$ cat config.mk
export PLATFORM = sky130hd
export DESIGN_NAME = active_list
export DESIGN_NICKNAME = d
export VERILOG_FILES = /design/src/rtl/active_list.sv
export SDC_FILE = /design/constraint.sdc
export NUM_CORES = 1
export LEC_CHECK = 0
export ABC_AREA = 1
export CORE_MARGIN = 8
export CORE_UTILIZATION = 37
export CTS_BUF_LIST = sky130_fd_sc_hd__clkbuf_4 sky130_fd_sc_hd__clkbuf_8
export DETAILED_ROUTE_END_ITERATION = 8
export GPL_TIMING_DRIVEN = 1
export PLACE_DENSITY_LB_ADDON = 0.25
export SLEW_MARGIN = 15
export SYNTH_ARGS = -nofsm -noshare
export SYNTH_HDL_FRONTEND = slang
export SYNTH_SLANG_ARGS = --single-unit
$ cat constraint.sdc
create_clock -name clk -period 3.4 [get_ports clk]
set_input_delay 0.68 -clock clk [delete_from_list [all_inputs] [get_ports clk]]
set_output_delay 0.68 -clock clk [all_outputs]
set_load 0.05 [all_outputs]
$ cat src/rtl/active_list.sv
// active_list: in-order retirement buffer for the register-renaming pipeline.
// Completed entries retire in program order; a flush walks tail back to head, one entry per cycle.
module active_list #(
    parameter int FREE_LIST_WIDTH = 3,
    parameter int VREG_WIDTH      = 5,
    parameter int PREG_WIDTH      = 6
) (
    input  logic                       clk,
    input  logic                       rst_n,
    input  logic                       global_flush,
    input  logic                       alloc_valid,
    input  logic [VREG_WIDTH-1:0]      alloc_vreg,
    input  logic [PREG_WIDTH-1:0]      alloc_new_preg,
    input  logic [PREG_WIDTH-1:0]      alloc_old_preg,
    output logic                       alloc_ready,
    output logic [FREE_LIST_WIDTH-1:0] alloc_index,
    input  logic                       done_valid,
    input  logic [FREE_LIST_WIDTH-1:0] done_index,
    output logic                       commit_valid,
    output logic [VREG_WIDTH-1:0]      commit_vreg,
    output logic [PREG_WIDTH-1:0]      commit_new_preg,
    output logic [PREG_WIDTH-1:0]      commit_old_preg,
    output logic                       rollback_valid,
    output logic [VREG_WIDTH-1:0]      rollback_vreg,
    output logic [PREG_WIDTH-1:0]      rollback_old_preg,
    output logic [PREG_WIDTH-1:0]      rollback_new_preg,
    output logic [FREE_LIST_WIDTH:0]   count,
    output logic                       rolling_back
);
    localparam int DEPTH = 2 ** FREE_LIST_WIDTH;
    localparam logic [FREE_LIST_WIDTH:0]   FULL_CNT = (FREE_LIST_WIDTH + 1)'(DEPTH);
    localparam logic [FREE_LIST_WIDTH:0]   CNT_ONE  = (FREE_LIST_WIDTH + 1)'(1);
    localparam logic [FREE_LIST_WIDTH-1:0] PTR_ONE  = (FREE_LIST_WIDTH)'(1);

    typedef enum logic {RUN = 1'b0, ROLLBACK = 1'b1} state_t;

    state_t state;
    state_t state_nxt;

    logic [DEPTH-1:0]           ent_valid;
    logic [DEPTH-1:0]           ent_done;
    logic [VREG_WIDTH-1:0]      vreg_mem [DEPTH];
    logic [PREG_WIDTH-1:0]      new_mem  [DEPTH];
    logic [PREG_WIDTH-1:0]      old_mem  [DEPTH];
    logic [FREE_LIST_WIDTH-1:0] head;
    logic [FREE_LIST_WIDTH-1:0] tail;
    logic [FREE_LIST_WIDTH-1:0] tail_prev;
    logic                       run_ok;
    logic                       do_alloc;
    logic                       do_done;
    logic                       do_commit;
    logic                       do_rb;

    // A flush cycle in RUN freezes alloc, completion and commit alike.
    assign run_ok    = (state == RUN) && !global_flush;
    assign do_alloc  = run_ok && alloc_valid && alloc_ready;
    assign do_done   = run_ok && done_valid && ent_valid[done_index];
    assign do_commit = run_ok && ent_valid[head] && ent_done[head];
    assign do_rb     = (state == ROLLBACK);
    assign tail_prev = tail - PTR_ONE;

    assign alloc_index = tail;

    always_ff @(posedge clk or negedge rst_n) begin
        if (!rst_n) begin
            state <= RUN;
        end else begin
            state <= state_nxt;
        end
    end

    always_comb begin
        state_nxt = state;
        case (state)
            RUN:      if (global_flush && (count != '0)) state_nxt = ROLLBACK;
            ROLLBACK: if (count == CNT_ONE) state_nxt = RUN;
            default:  state_nxt = RUN;
        endcase
    end

    always_comb begin
        alloc_ready  = (state == RUN) && (count < FULL_CNT);
        rolling_back = (state == ROLLBACK);
    end

    // Pointer and status bookkeeping; commit reads the done bit as it stood before this edge.
    always_ff @(posedge clk or negedge rst_n) begin
        if (!rst_n) begin
            head      <= '0;
            tail      <= '0;
            count     <= '0;
            ent_valid <= '0;
            ent_done  <= '0;
        end else begin
            if (do_done) begin
                ent_done[done_index] <= 1'b1;
            end
            if (do_alloc) begin
                ent_valid[tail] <= 1'b1;
                ent_done[tail]  <= 1'b0;
                tail            <= tail + PTR_ONE;
            end
            if (do_commit) begin
                ent_valid[head] <= 1'b0;
                ent_done[head]  <= 1'b0;
                head            <= head + PTR_ONE;
            end
            if (do_rb) begin
                ent_valid[tail_prev] <= 1'b0;
                ent_done[tail_prev]  <= 1'b0;
                tail                 <= tail_prev;
            end
            if (do_rb || (do_commit && !do_alloc)) begin
                count <= count - CNT_ONE;
            end else if (do_alloc && !do_commit) begin
                count <= count + CNT_ONE;
            end
        end
    end

    always_ff @(posedge clk) begin
        if (do_alloc) begin
            vreg_mem[tail] <= alloc_vreg;
            new_mem[tail]  <= alloc_new_preg;
            old_mem[tail]  <= alloc_old_preg;
        end
    end

    // Retire stage boundary: registered commit and rollback outputs.
    always_ff @(posedge clk or negedge rst_n) begin
        if (!rst_n) begin
            commit_valid      <= 1'b0;
            commit_vreg       <= '0;
            commit_new_preg   <= '0;
            commit_old_preg   <= '0;
            rollback_valid    <= 1'b0;
            rollback_vreg     <= '0;
            rollback_old_preg <= '0;
            rollback_new_preg <= '0;
        end else begin
            commit_valid   <= do_commit;
            rollback_valid <= do_rb;
            if (do_commit) begin
                commit_vreg     <= vreg_mem[head];
                commit_new_preg <= new_mem[head];
                commit_old_preg <= old_mem[head];
            end
            if (do_rb) begin
                rollback_vreg     <= vreg_mem[tail_prev];
                rollback_old_preg <= old_mem[tail_prev];
                rollback_new_preg <= new_mem[tail_prev];
            end
        end
    end

endmodule

* Word-level counts from Yosys, hierarchy flattened
Memory sizes are Yosys's and may differ from the RTL's. A register that Yosys moved wholly into a read port is not among the register bits.
Cells that the tools add are included.
Widths: inputs -> output; s select.
** Word-level totals
- Output and inout port bits :: 45
- Logic and storage cells :: 95
- Input port bits :: 25
- Bits in writable memories :: 136
- Memories :: 3
- Register bits :: 29
** Memories
- new_mem :: words 8, width 6, read ports 2, clocked after memory_dff 2, write ports 1, RTL line 43 : logic [PREG_WIDTH-1:0] new_mem [DEPTH];
- old_mem :: words 8, width 6, read ports 2, clocked after memory_dff 2, write ports 1, RTL line 44 : logic [PREG_WIDTH-1:0] old_mem [DEPTH];
- vreg_mem :: words 8, width 5, read ports 2, clocked after memory_dff 2, write ports 1, RTL line 42 : logic [VREG_WIDTH-1:0] vreg_mem [DEPTH];
** Operators by class
- Equality and inequality tests :: 1
- Add/subtract/negate cells :: 5
- Reductions and logical operators :: 28
- Magnitude comparators :: 9
- Muxes and demuxes :: 30
- Bitwise logic cells :: 11
** Operators with widths (count)
- $mux 8 :: 7
- $and 8x8->8 :: 5
- $not 8->8 :: 3
- $lt 3x4->1 const B :: 4
- $or 8x8->8 :: 2
- $logic_and 1x1->1 :: 15
- $demux 1 s3 :: 4
- $ge 3x1->1 const B :: 4
- $mux 1 :: 11
- $bmux 1 s3 :: 3
- $logic_not 1->1 :: 9
- $mux 4 :: 2
- $add 3x1->3 const B :: 2
- $mux 3 :: 2
- $add 4x1->4 const B :: 1
- $eq 4x1->1 const B :: 1
- $lt 4x4->1 const B :: 1
- $reduce_bool 2->1 :: 2
- $reduce_bool 4->1 :: 1
- $sub 4x1->4 const B :: 1
- $sub 3x1->3 const B :: 1
- $pmux 1 s2 :: 1
- $logic_or 1x1->1 :: 1
- $not 1->1 :: 1

* Logic depth before layout (Yosys ltp)
- Word-level depth :: 12
- Depth in mapped cells :: 15

* Worst setup path after synthesis
Ideal clock, no wire load.
- Path type :: reg2reg
- From :: reg tail[0] (netlist: alloc_index[0])
- To :: mem new_mem[5][0], enable pin
- Buffers on the path :: 0
- Required time :: 2983 ps
- Path slack :: 591 ps
- Arrival time :: 2392 ps
- Clock period less this slack :: 2809 ps
- Cell stages (with the launch flop) :: 3
- Cell sequence :: dfrtp_1 -> clkinv_1 -> nor3_1
** RTL lines
- start, declared :: RTL line 46 : logic [FREE_LIST_WIDTH-1:0] tail;
- start signal, assigned :: RTL line 101 : tail <= tail + PTR_ONE;
- start signal, assigned :: RTL line 111 : tail <= tail_prev;
- end, declared :: RTL line 43
Straight into the memory's write port.

* Final worst setup path
- From :: reg tail[1] (netlist: alloc_index[1])
- To :: reg rollback_new_preg[2], read port of new_mem
** Between the ends
- Word-level cells in the longest chain between the ends :: 1
** Ends and longest elaborated chain
- $sub 3x1->3 :: RTL line 60 : assign tail_prev = tail - PTR_ONE;
- end, declared :: RTL line 26 : output logic [PREG_WIDTH-1:0] rollback_new_preg,
Every way passes these cells.
A chain may end at the register's enable or synchronous reset.

==> flow_summary.json <==
{
  "status": "finished clean",
  "reg2reg_setup_slack_ns": 0.79,
  "peakVddDrop_uv": 583.3,
  "finalHoldViolations": 0,
  "ys_seq_area_share_pct": 60.26,
  "clock-sinks": 199,
  "synth_async_sr_flop_share_pct": 31.66,
  "grt_max_degree": 122,
  "ctsHoldBuffers": 0,
  "synth_edf_count": 136,
  "vias_per_cell": 5.251,
  "critPathMaxFanout": 16,
  "hold_path_class": "primary input to asynchronous set/reset pin",
  "cts.clk_slew.worst_paths_ns": 0.11,
  "clk_latency_ns": 0.48,
  "ant_nets": 0,
  "cts_setup_buffers": 0,
  "reg2regPathDepth": 8,
  "overflow": 0,
  "slew_viol_final": 0,
  "syn_inst": 985,
  "initial_utilization_pct": 37.52,
  "worstSetupEndpointType": "flop",
  "finalCritPeriodShare_pct": 76.79,
  "die_w_um": 175.3,
  "track_usage_pct": 16.98,
  "final.min_clock_period_ns": 2.611,
  "core_area_um2": 25040,
  "die_y_um": 175.3,
  "yosys_warnings": 0,
  "drc_errors": 0,
  "synth_fa_ha_area_share_pct": 0.7993,
  "fin_setup_tns_ns": 0,
  "tightest_slew_ns": 0.9254,
  "antenna_found_initial": 0,
  "ys_ff_latch": 199,
  "drive_above_1_share_pct": 7.467,
  "clockBufferDepth": 2,
  "finalWorstSetupSlack_ns": 0.7891,
  "regToRegEndpoint": "rollback_new_preg[2]$_DFFE_PN0P_",
  "power_density_nw_per_um2": 715.3,
  "final_net_count": 1076,
  "pin_count": 70,
  "worstPathRequired_ns": 3.81,
  "vias": 7288,
  "max_slew_margin_pct": 38.31,
  "firstDrtPassIters": 5,
  "p_leak_nw": 4.337,
  "crit-reg2reg-launch": "alloc_index[1]$_DFFE_PN0P_",
  "cts_root_buffer": "clkbuf_8",
  "cap_violations": 0,
  "max_freq_ghz": 0.3830,
  "critPathLaunchType": "flop",
  "synth_xor_area_share_pct": 0.5595,
  "antenna_cells": 0,
  "synth_top_family_by_area": "simple AND/OR/NAND/NOR gates",
  "pre_cts_ws_ns": 0.6128,
  "row_count": 58,
  "die_area_um2": 30740,
  "synth_compound_area_share_pct": 15.32,
  "syn_nets": 1016,
  "drtIter0Drc": 697,
  "synth_mux_area_share_pct": 0.1066,
  "worst-endpoint-arrival_ns": 3.02,
  "grt_pass1_wl_mm": 40.10,
  "ys.flop_type": "edfxtp_1",
  "synthDistinctLibCells": 37,
  "portBuffers": 69,
  "setup_viol": 0,
  "place_hpwl_mm": 16.21,
  "wl_mm": 26.13,
  "wl_per_cell_um": 18.82,
  "synthSimpleGateAreaFrac_pct": 16.24,
  "cts_resized": 0,
  "finClkSkew_ns": 0.01801,
  "rsz0062_at_grt": "no",
  "path_class": "flop to flop",
  "htree_levels": 4,
  "cts_inserted_buffers": 17,
  "syn_area_um2": 9393,
  "synthToLayoutAreaGrowth_pct": 15.32,
  "grt_pass1_vias": 7048,
  "gp_congestion": 0.9089,
  "synth.avg_cell_area_um2": 9.536,
  "cts_tree": "built"
}
[metal layers]
layer / GRT usage [%] / vias up / share of wire, %
li1: - / 3483 / -
met1: 22.42 / 3500 / 44
met2: 27.78 / 270 / 47
met3: 3.414 / 35 / 6.7
met4: 5.122 / 0 / 1.9
met5: 0 / - / 0
[worst max-delay path by stage]
stage	startpoint	to	slack, ns	cells after the start
after floorplan	alloc_index[0]$_DFFE_PN0P_	new_mem[5][0]$_DFFE_PP_	0.59	2
after detailed placement	global_flush	vreg_mem[2][4]$_DFFE_PP_	0.61	7
after global placement	global_flush	commit_new_preg[5]$_DFFE_PN0N_	0.69	10
final	alloc_index[1]$_DFFE_PN0P_	rollback_new_preg[2]$_DFFE_PN0P_	0.79	8
after CTS	count[2]$_DFFE_PN0P_	count[2]	0.82	1
after global routing	alloc_index[1]$_DFFE_PN0P_	rollback_new_preg[2]$_DFFE_PN0P_	0.63	8
[cells in the final DEF, fill, tap and decap left out, types with 20 or more instances in the layout]
cell type	instances
inv_1	96
o21ai_0	105
edfxtp_1	136
a21oi_1	77
nand3_1	38
clkdlybuf4s50_1	68
dfrtp_1	61
nor2_1	92
buf_4	20
nand2_1	206
[synthesized netlist by cell type, types with 2 or more instances]
master	number	share of area [%]
o221ai_1	7	0.65
a41oi_1	5	0.47
o211ai_1	13	1.0
nor3_1	8	0.43
a22oi_1	5	0.40
nor2_2	4	0.27
a22o_1	17	1.6
ha_1	6	0.80
nor2_4	2	0.24
xor2_1	6	0.56
a21oi_1	77	4.1
edfxtp_1	136	43
nand4_1	2	0.13
dfrtp_1	63	17
buf_2	12	0.64
nand2_2	12	0.80
buf_6	4	0.48
inv_1	96	3.8
nand3_1	38	2.0
nand2_1	206	8.2
inv_2	2	0.080
a31oi_1	14	0.93
clkinv_1	5	0.20
buf_4	2	0.16
nor2_1	92	3.7
buf_1	3	0.12
nand3_2	2	0.21
o22ai_1	7	0.47
o21ai_0	105	5.6
clkbuf_1	27	1.1
[logic make-up after synthesis]
group           count (synthesis)
flops                         199
fa+ha+maj                       6
xor+xnor                        6
buf+inv                       153
simple gates                  369
mux                             1
compound gates                251
[flip-flops by register name, summed over array words and instances, names as in the netlist, 5 cells and up]
| name | cells |
|---|---|
| rollback_old_preg | 6 |
| rollback_vreg | 5 |
| old_mem | 48 |
| ent_valid | 8 |
| rollback_new_preg | 6 |
| commit_vreg | 5 |
| vreg_mem | 40 |
| new_mem | 48 |
| commit_old_preg | 6 |
| commit_new_preg | 6 |
| ent_done | 8 |
[stage by stage]
step           std cells  power (mW)  util [%]  instance area, µm²  hold WS, ns
3_5_place_dp        1356       6.283     41.68               10440       0.4732
5_1_grt             1388       8.206     43.26               10830       0.3985
2_1_floorplan        985       5.187         -                9393       0.3844
4_1_cts             1388       7.788     43.25               10830       0.3509
6_report            1388       7.748     43.26               10830       0.3430
3_3_place_gp        1356       6.270     41.68               10440       0.4751
[power by group]
group / internal, mW / leakage, nW / switching (mW) / total, mW
Sequential: 2.83 / 2.03 / 0.196 / 3.03
Clock: 0.621 / 0.197 / 0.892 / 1.51
Combinational: 0.958 / 2.11 / 2.25 / 3.21
[layout make-up]
type | count | area, µm²
Sequential cell | 199 | 5665
Clock buffer | 19 | 249.0
Tap cell | 330 | 412.9
Timing Repair Buffer | 90 | 862.1
Inverter | 104 | 392.9
Fill cell | 2402 | 14200
Multi-Input combinational cell | 633 | 3107
Clock inverter | 13 | 142.6
[worst max-delay path, stage by stage (launching register included)]
cell,delay (ns)
dfrtp_1,0.51
inv_1,0.10
ha_1,0.20
or2_1,0.23
nand2_1,0.20
nand2_1,0.18
inv_1,0.67
a22oi_1,0.25
a41oi_1,0.21
(Power assumes the default switching activity.)
==> edit 1, RTL diff (same settings) <==
Put one more register stage on the output `count`, without a reset. The value now appears one clock later. The other outputs are not delayed to match.
--- a/src/rtl/active_list.sv
+++ b/src/rtl/active_list.sv
@@ -33,6 +33,8 @@
     localparam logic [FREE_LIST_WIDTH-1:0] PTR_ONE  = (FREE_LIST_WIDTH)'(1);
 
     typedef enum logic {RUN = 1'b0, ROLLBACK = 1'b1} state_t;
+
+    logic [FREE_LIST_WIDTH:0] count_s0;
 
     state_t state;
     state_t state_nxt;
@@ -72,14 +74,14 @@
     always_comb begin
         state_nxt = state;
         case (state)
-            RUN:      if (global_flush && (count != '0)) state_nxt = ROLLBACK;
-            ROLLBACK: if (count == CNT_ONE) state_nxt = RUN;
+            RUN:      if (global_flush && (count_s0 != '0)) state_nxt = ROLLBACK;
+            ROLLBACK: if (count_s0 == CNT_ONE) state_nxt = RUN;
             default:  state_nxt = RUN;
         endcase
     end
 
     always_comb begin
-        alloc_ready  = (state == RUN) && (count < FULL_CNT);
+        alloc_ready  = (state == RUN) && (count_s0 < FULL_CNT);
         rolling_back = (state == ROLLBACK);
     end
 
@@ -88,7 +90,7 @@
         if (!rst_n) begin
             head      <= '0;
             tail      <= '0;
-            count     <= '0;
+            count_s0  <= '0;
             ent_valid <= '0;
             ent_done  <= '0;
         end else begin
@@ -111,9 +113,9 @@
                 tail                 <= tail_prev;
             end
             if (do_rb || (do_commit && !do_alloc)) begin
-                count <= count - CNT_ONE;
+                count_s0 <= count_s0 - CNT_ONE;
             end else if (do_alloc && !do_commit) begin
-                count <= count + CNT_ONE;
+                count_s0 <= count_s0 + CNT_ONE;
             end
         end
     end
@@ -153,5 +155,9 @@
         end
     end
 
+    always_ff @(posedge clk) begin
+        count <= count_s0;
+    end
+
 endmodule
 
Behaviour: not the same (Yosys sat finds a counterexample within 4 cycles, from zero or initial values and one cycle with rst_n low).
==> edit 1 against the unedited design <==
Power up 11%; clock power up 46%; clock skew down 0.0038 ns; worst setup slack worse by 0.16 ns; global-route usage up 0.32 points; sequential cell count up 4; cell area up 3.2%; utilization up 1.4 points; via count up 0.73%; die area up 0.12%; critical path depth up 4; routed wire length up 2.4%; synthesized area up 0.13%; critical path type unchanged; largest cell class unchanged; largest power group unchanged.
==> edit 1: results (changes against the unedited design) <==
Run status
  – Run status: completed

Worst setup path
  – Crit path max fanout: 29 (+13)
  – Worst r2r src: head[0]
  – WP data arrival: 3.16 ns (+0.14 ns)
  – Worst Reg2Reg Path Length in Cells: 12 (+4)
  – RR Endpoint: count_s0[1]
  – Flop2flop setup slack: 0.63 ns (-0.16 ns)

Synth
  – Synthesized Nets: 971 (-4.4%)
  – Seq/Total Area, Yosys: 61.0% (+0.77 points)
  – Post-synth top cells: 183 x nand2_1, 136 x edfxtp_1, 102 x nor2_1
  – Top post-synthesis cells by area: edfxtp_1 43%, dfrtp_1 17%, nand2_1 7.3%
  – Async set-or-reset flop fraction in the synthesized netlist: 31.0% (-0.62 points)
  – Yosys cell types: 40 (+8.1%)

CTS
  – H-Tree Depth: 2 (-2)
  – CTS buffer count: 35 (+18)
  – Max clock buf depth: 3 (+1)
  – Clk Latency, worst-skew pair: 0.52 ns (+0.04 ns)
  – Clock-pin slew on the worst setup and hold paths: 0.06 ns (-0.05 ns)

Detailed routing
  – Initial DRC count: 712 (+2.2%)
  – Wire per inst: 19.4 um (+3.2%)
  – Vias/cell: 5.33 (+1.5%)

Pwr
  – Pleak: 4.37 nW (+0.65%)
  – Worst vdd ir: 690 uV (+18%)

Placed design
  – Placed instance area: 0.0105 mm^2 (+0.43%)
  – GPL Wtd Cong: 0.885 (-2.6%)
  – DP Wirelength: 16.5 mm (+2.0%)

Timing
  – Setup skew after layout: 0.0142 ns (-0.00377 ns)
  – Worst Tran Pin Value: 1.08 ns (+0.154 ns)
  – Worst hold slack: 0.299 ns (-0.0437 ns)

Global routing
  – Initial antenna violation count: 0 (unchanged)
  – Vias in the first global route: 7,431 (+5.4%)
  – Largest net degree at the start of global routing: 84 (-31%)
  – Total GRT Usage: 17.3% (+0.32 points)
  – Global-route wire length before repair: 41.5 mm (+3.4%)

Layout
  – Filler cells: 2,368 (-1.4%)
  – Nets: 1,053 (-2.1%)
  – Share of layout cells above drive strength 1: 11.1% (+3.6 points)
[edit 1: worst max-delay path: stages (launching register included)]
cell and delay, ns:
dfrtp_2 0.52, inv_2 0.52, nand2_1 0.13, nand3_1 0.12
nand2_1 0.05, nor2_1 0.13, nand2_1 0.12, nor2_4 0.38
inv_2 0.24, nand2_1 0.23, nand2_1 0.07, o21ai_0 0.07
nand2_1 0.06
[edit 1: layer usage]
layer  global-route usage (%)  vias to the layer above  routed length (um)  share of wire [%]
met1                     22.5                     3556               11600                 43
met3                     4.12                       60                2060                7.7
met4                     7.88                        0                 975                3.6
met5                        0                        -                   0                  0
met2                     27.0                      295               12200                 45
li1                         -                     3430                   -                  -
[edit 1: how the worst max path moves through the flow]
stage | slack, ns | endpoint | from | depth (start not counted)
final | 0.63 | count_s0[1] | head[0] | 12
after global routing | 0.42 | count_s0[0] | head[0] | 12
after CTS | 0.69 | count_s0[1] | head[0] | 12
after floorplan | 0.87 | rollback_new_preg[2] | alloc_index[0] | 10
after global placement | 0.57 | new_mem[0][4] | global_flush | 7
after detailed placement | 0.48 | new_mem[0][3] | global_flush | 7
[edit 1: power breakdown]
part	internal, mW	switching [mW]
clock	1.21	0.983
sequential	2.91	0.198
combinational	0.985	2.28
total	5.11	3.46
[edit 1: kinds of logic after synthesis]
family	after synthesis	synth area share, %
AND/OR/NAND/NOR	330	14.2
buffers and inverters	129	5.76
adder cells (fa/ha/maj)	6	0.798
AO/OA/AOI/OAI	252	16.2
multiplexers	15	1.60
XOR/XNOR	5	0.466
flip-flops	203	61.0
[edit 1: stage by stage]
step	total power, mW	setup slack [ns]	cells	util (%)
after floorplan	5.28	0.875	940	-
after global placement	6.42	0.569	1315	41.9
after detailed placement	6.43	0.483	1315	41.9
after CTS	8.64	0.688	1378	44.7
after global routing	9.05	0.421	1378	44.7
final	8.58	0.634	1378	44.7
[edit 1: area by class of cell]
cell class	instances	area, um^2	area share [%]
Multi-Input combinational cell	608	3130	28.0
Clock buffer	52	641	5.73
Sequential cell	203	5750	51.4
Clock inverter	11	60.1	0.537
Inverter	80	300	2.69
Tap cell	330	413	3.69
Timing Repair Buffer	94	888	7.94
==> edit 2, RTL diff (config.mk and constraints unchanged) <==
Without the edit above. The parameter `VREG_WIDTH` goes from 5 to 7.
--- a/src/rtl/active_list.sv
+++ b/src/rtl/active_list.sv
@@ -2,7 +2,7 @@
 // Completed entries retire in program order; a flush walks tail back to head, one entry per cycle.
 module active_list #(
     parameter int FREE_LIST_WIDTH = 3,
-    parameter int VREG_WIDTH      = 5,
+    parameter int VREG_WIDTH      = 7,
     parameter int PREG_WIDTH      = 6
 ) (
     input  logic                       clk,
Ports: changed (resized alloc_vreg, commit_vreg and rollback_vreg); port bits go from 70 to 76. No check against the original RTL was run, so the function may have changed too.
==> edit 2 against the unedited design <==
Via count grew 8.4%; worst setup slack lost 0.44 ns; power is 18% higher; final cell count is 9.1% higher; synthesized area up 8.1%; synthesized cell count increased by 6.7%; hold slack worse by 0.16 ns; die area up 7.4%; non-clock buffer count up 15; sequential power grew 9.9%; global-route usage grew 0.38 points; sequential cell count rose by 20; routed wire length up 10%; cell area increased by 12%; largest power group unchanged.
==> edit 2: results (changes against the unedited design) <==
Layout
  – Largest regs: vreg_mem: 56 flops, new_mem: 48 flops, old_mem: 48 flops
  – Ant diodes: 0 (unchanged)
  – Share of layout cells above drive strength 1: 9.89% (+2.4 points)
  – Sequential Area: 0.00625 mm^2 (+10%)
  – Post-Layout Cell Count: 1,514 (+9.1%)
  – Filler cells: 2,516 (+4.7%)
  – Nets: 1,175 (+9.2%)

Detailed routing
  – Initial DRC count: 683 (-2.0%)
  – Vias/cell: 5.22 (-0.66%)
  – Wire per inst: 19.0 um (+0.81%)
  – Metal3 WL: 1.97 mm (+12%)
  – Met2 wire len: 13.4 mm (+8.1%)
  – Metal-1 WL: 12.8 mm (+12%)

Worst setup path
  – Crit path max fanout: 60 (+44)
  – Slowest stage cell, crit path: clkdlybuf4s50_1
  – WP data arrival: 2.37 ns (-0.65 ns)
  – CP max stage delay: 0.93 ns (+0.26 ns)

CTS
  – CTS Hold Bufs: 0 (unchanged)
  – CTS resizes: 0 (unchanged)
  – Clk Latency, worst-skew pair: 0.54 ns (+0.06 ns)
  – H-Tree Depth: 2 (-2)
  – Clock-pin slew on the worst setup and hold paths: 0.06 ns (-0.05 ns)
  – Max clock buf depth: 3 (+1)
  – CTS buffer count: 39 (+22)

Synth
  – Synthesized Nets: 1,084 (+6.7%)
  – Post-synth top cells: 215 x nand2_1, 152 x edfxtp_1, 129 x nor2_1
  – Mux contribution to synthesized area: 1.58% (+1.5 points)
  – Post-Synth Adder-Cell Area: 0.739% (-0.060 points)
  – Compound-Gate Fraction of Synth Area: 14.2% (-1.1 points)
  – Number of synthesized flops with an enable pin: 152 (+12%)
  – Top post-synthesis cells by area: edfxtp_1 45%, dfrtp_1 17%, nand2_1 7.9%
  – Xor and xnor area share after synthesis: 0.517% (-0.042 points)
  – Seq/Total Area, Yosys: 61.5% (+1.2 points)
  – Avg Cell Area, Syn: 9.66 um^2 (+1.3%)
  – Yosys cell types: 35 (-5.4%)
  – Async set-or-reset flop fraction in the synthesized netlist: 30.6% (-1.1 points)

Global routing
  – GR met1 Demand/Resource: 23.2% (+0.79 points)
  – Largest net degree at the start of global routing: 65 (-47%)
  – Met2 Track Usage GR: 28.5% (+0.72 points)
  – Vias in the first global route: 7,818 (+11%)
  – Global-route wire length before repair: 44.8 mm (+12%)
  – M3 GR Usage: 3.07% (-0.34 points)
  – Total GRT Usage: 17.4% (+0.38 points)

Run status
  – Run status: completed

Placed design
  – Placed instance area: 0.0113 mm^2 (+8.6%)
  – GPL Wtd Cong: 0.835 (-8.1%)
  – DP Worst Slack: 0.444 ns (-0.169 ns)
  – DP Wirelength: 18.3 mm (+13%)
  – Placed Cells: 1,442 (+6.3%)
  – Port bufs: 75 (+8.7%)

Pwr
  – Worst vdd ir: 453 uV (-22%)
  – P_comb: 3.44 mW (+7.2%)
  – Pleak: 4.88 nW (+13%)
  – Flop pwr share: 36.3% (-2.8 points)
  – Sw Ratio: 39.9% (-3.2 points)

Timing
  – Setup skew after layout: 0.0253 ns (+0.00726 ns)
  – Slew headroom: 46.7% (+8.4 points)
==> edit 2: final timing paths <==
kind,start,endpoint,slack [ns],depth (start not counted)
setup / recovery,alloc_index[0],alloc_index[0],0.35,2
hold / removal,rst_n,commit_new_preg[0],0.18,1
setup reg to reg,alloc_index[1],rollback_new_preg[1],0.78,8
hold reg to reg,commit_vreg[2],commit_vreg[2],0.48,2
max in group asynchronous,rst_n,commit_old_preg[1],2.53,2
min in group clk,commit_vreg[2],commit_vreg[2],0.48,2
==> edit 2: cell type report <==
cell class | instances | area share, %
Multi-Input combinational cell | 693 | 27.8
Clock inverter | 10 | 0.413
Inverter | 84 | 2.60
Sequential cell | 219 | 51.6
Tap cell | 341 | 3.52
Timing Repair Buffer | 105 | 8.04
Clock buffer | 62 | 5.96
==> edit 2: stage by stage <==
stage | hold WS (ns) | power, mW
after global placement | 0.464 | 6.81
after floorplan | 0.384 | 5.60
after global routing | 0.217 | 9.68
final | 0.183 | 9.18
after detailed placement | 0.467 | 6.80
after CTS | 0.190 | 9.22
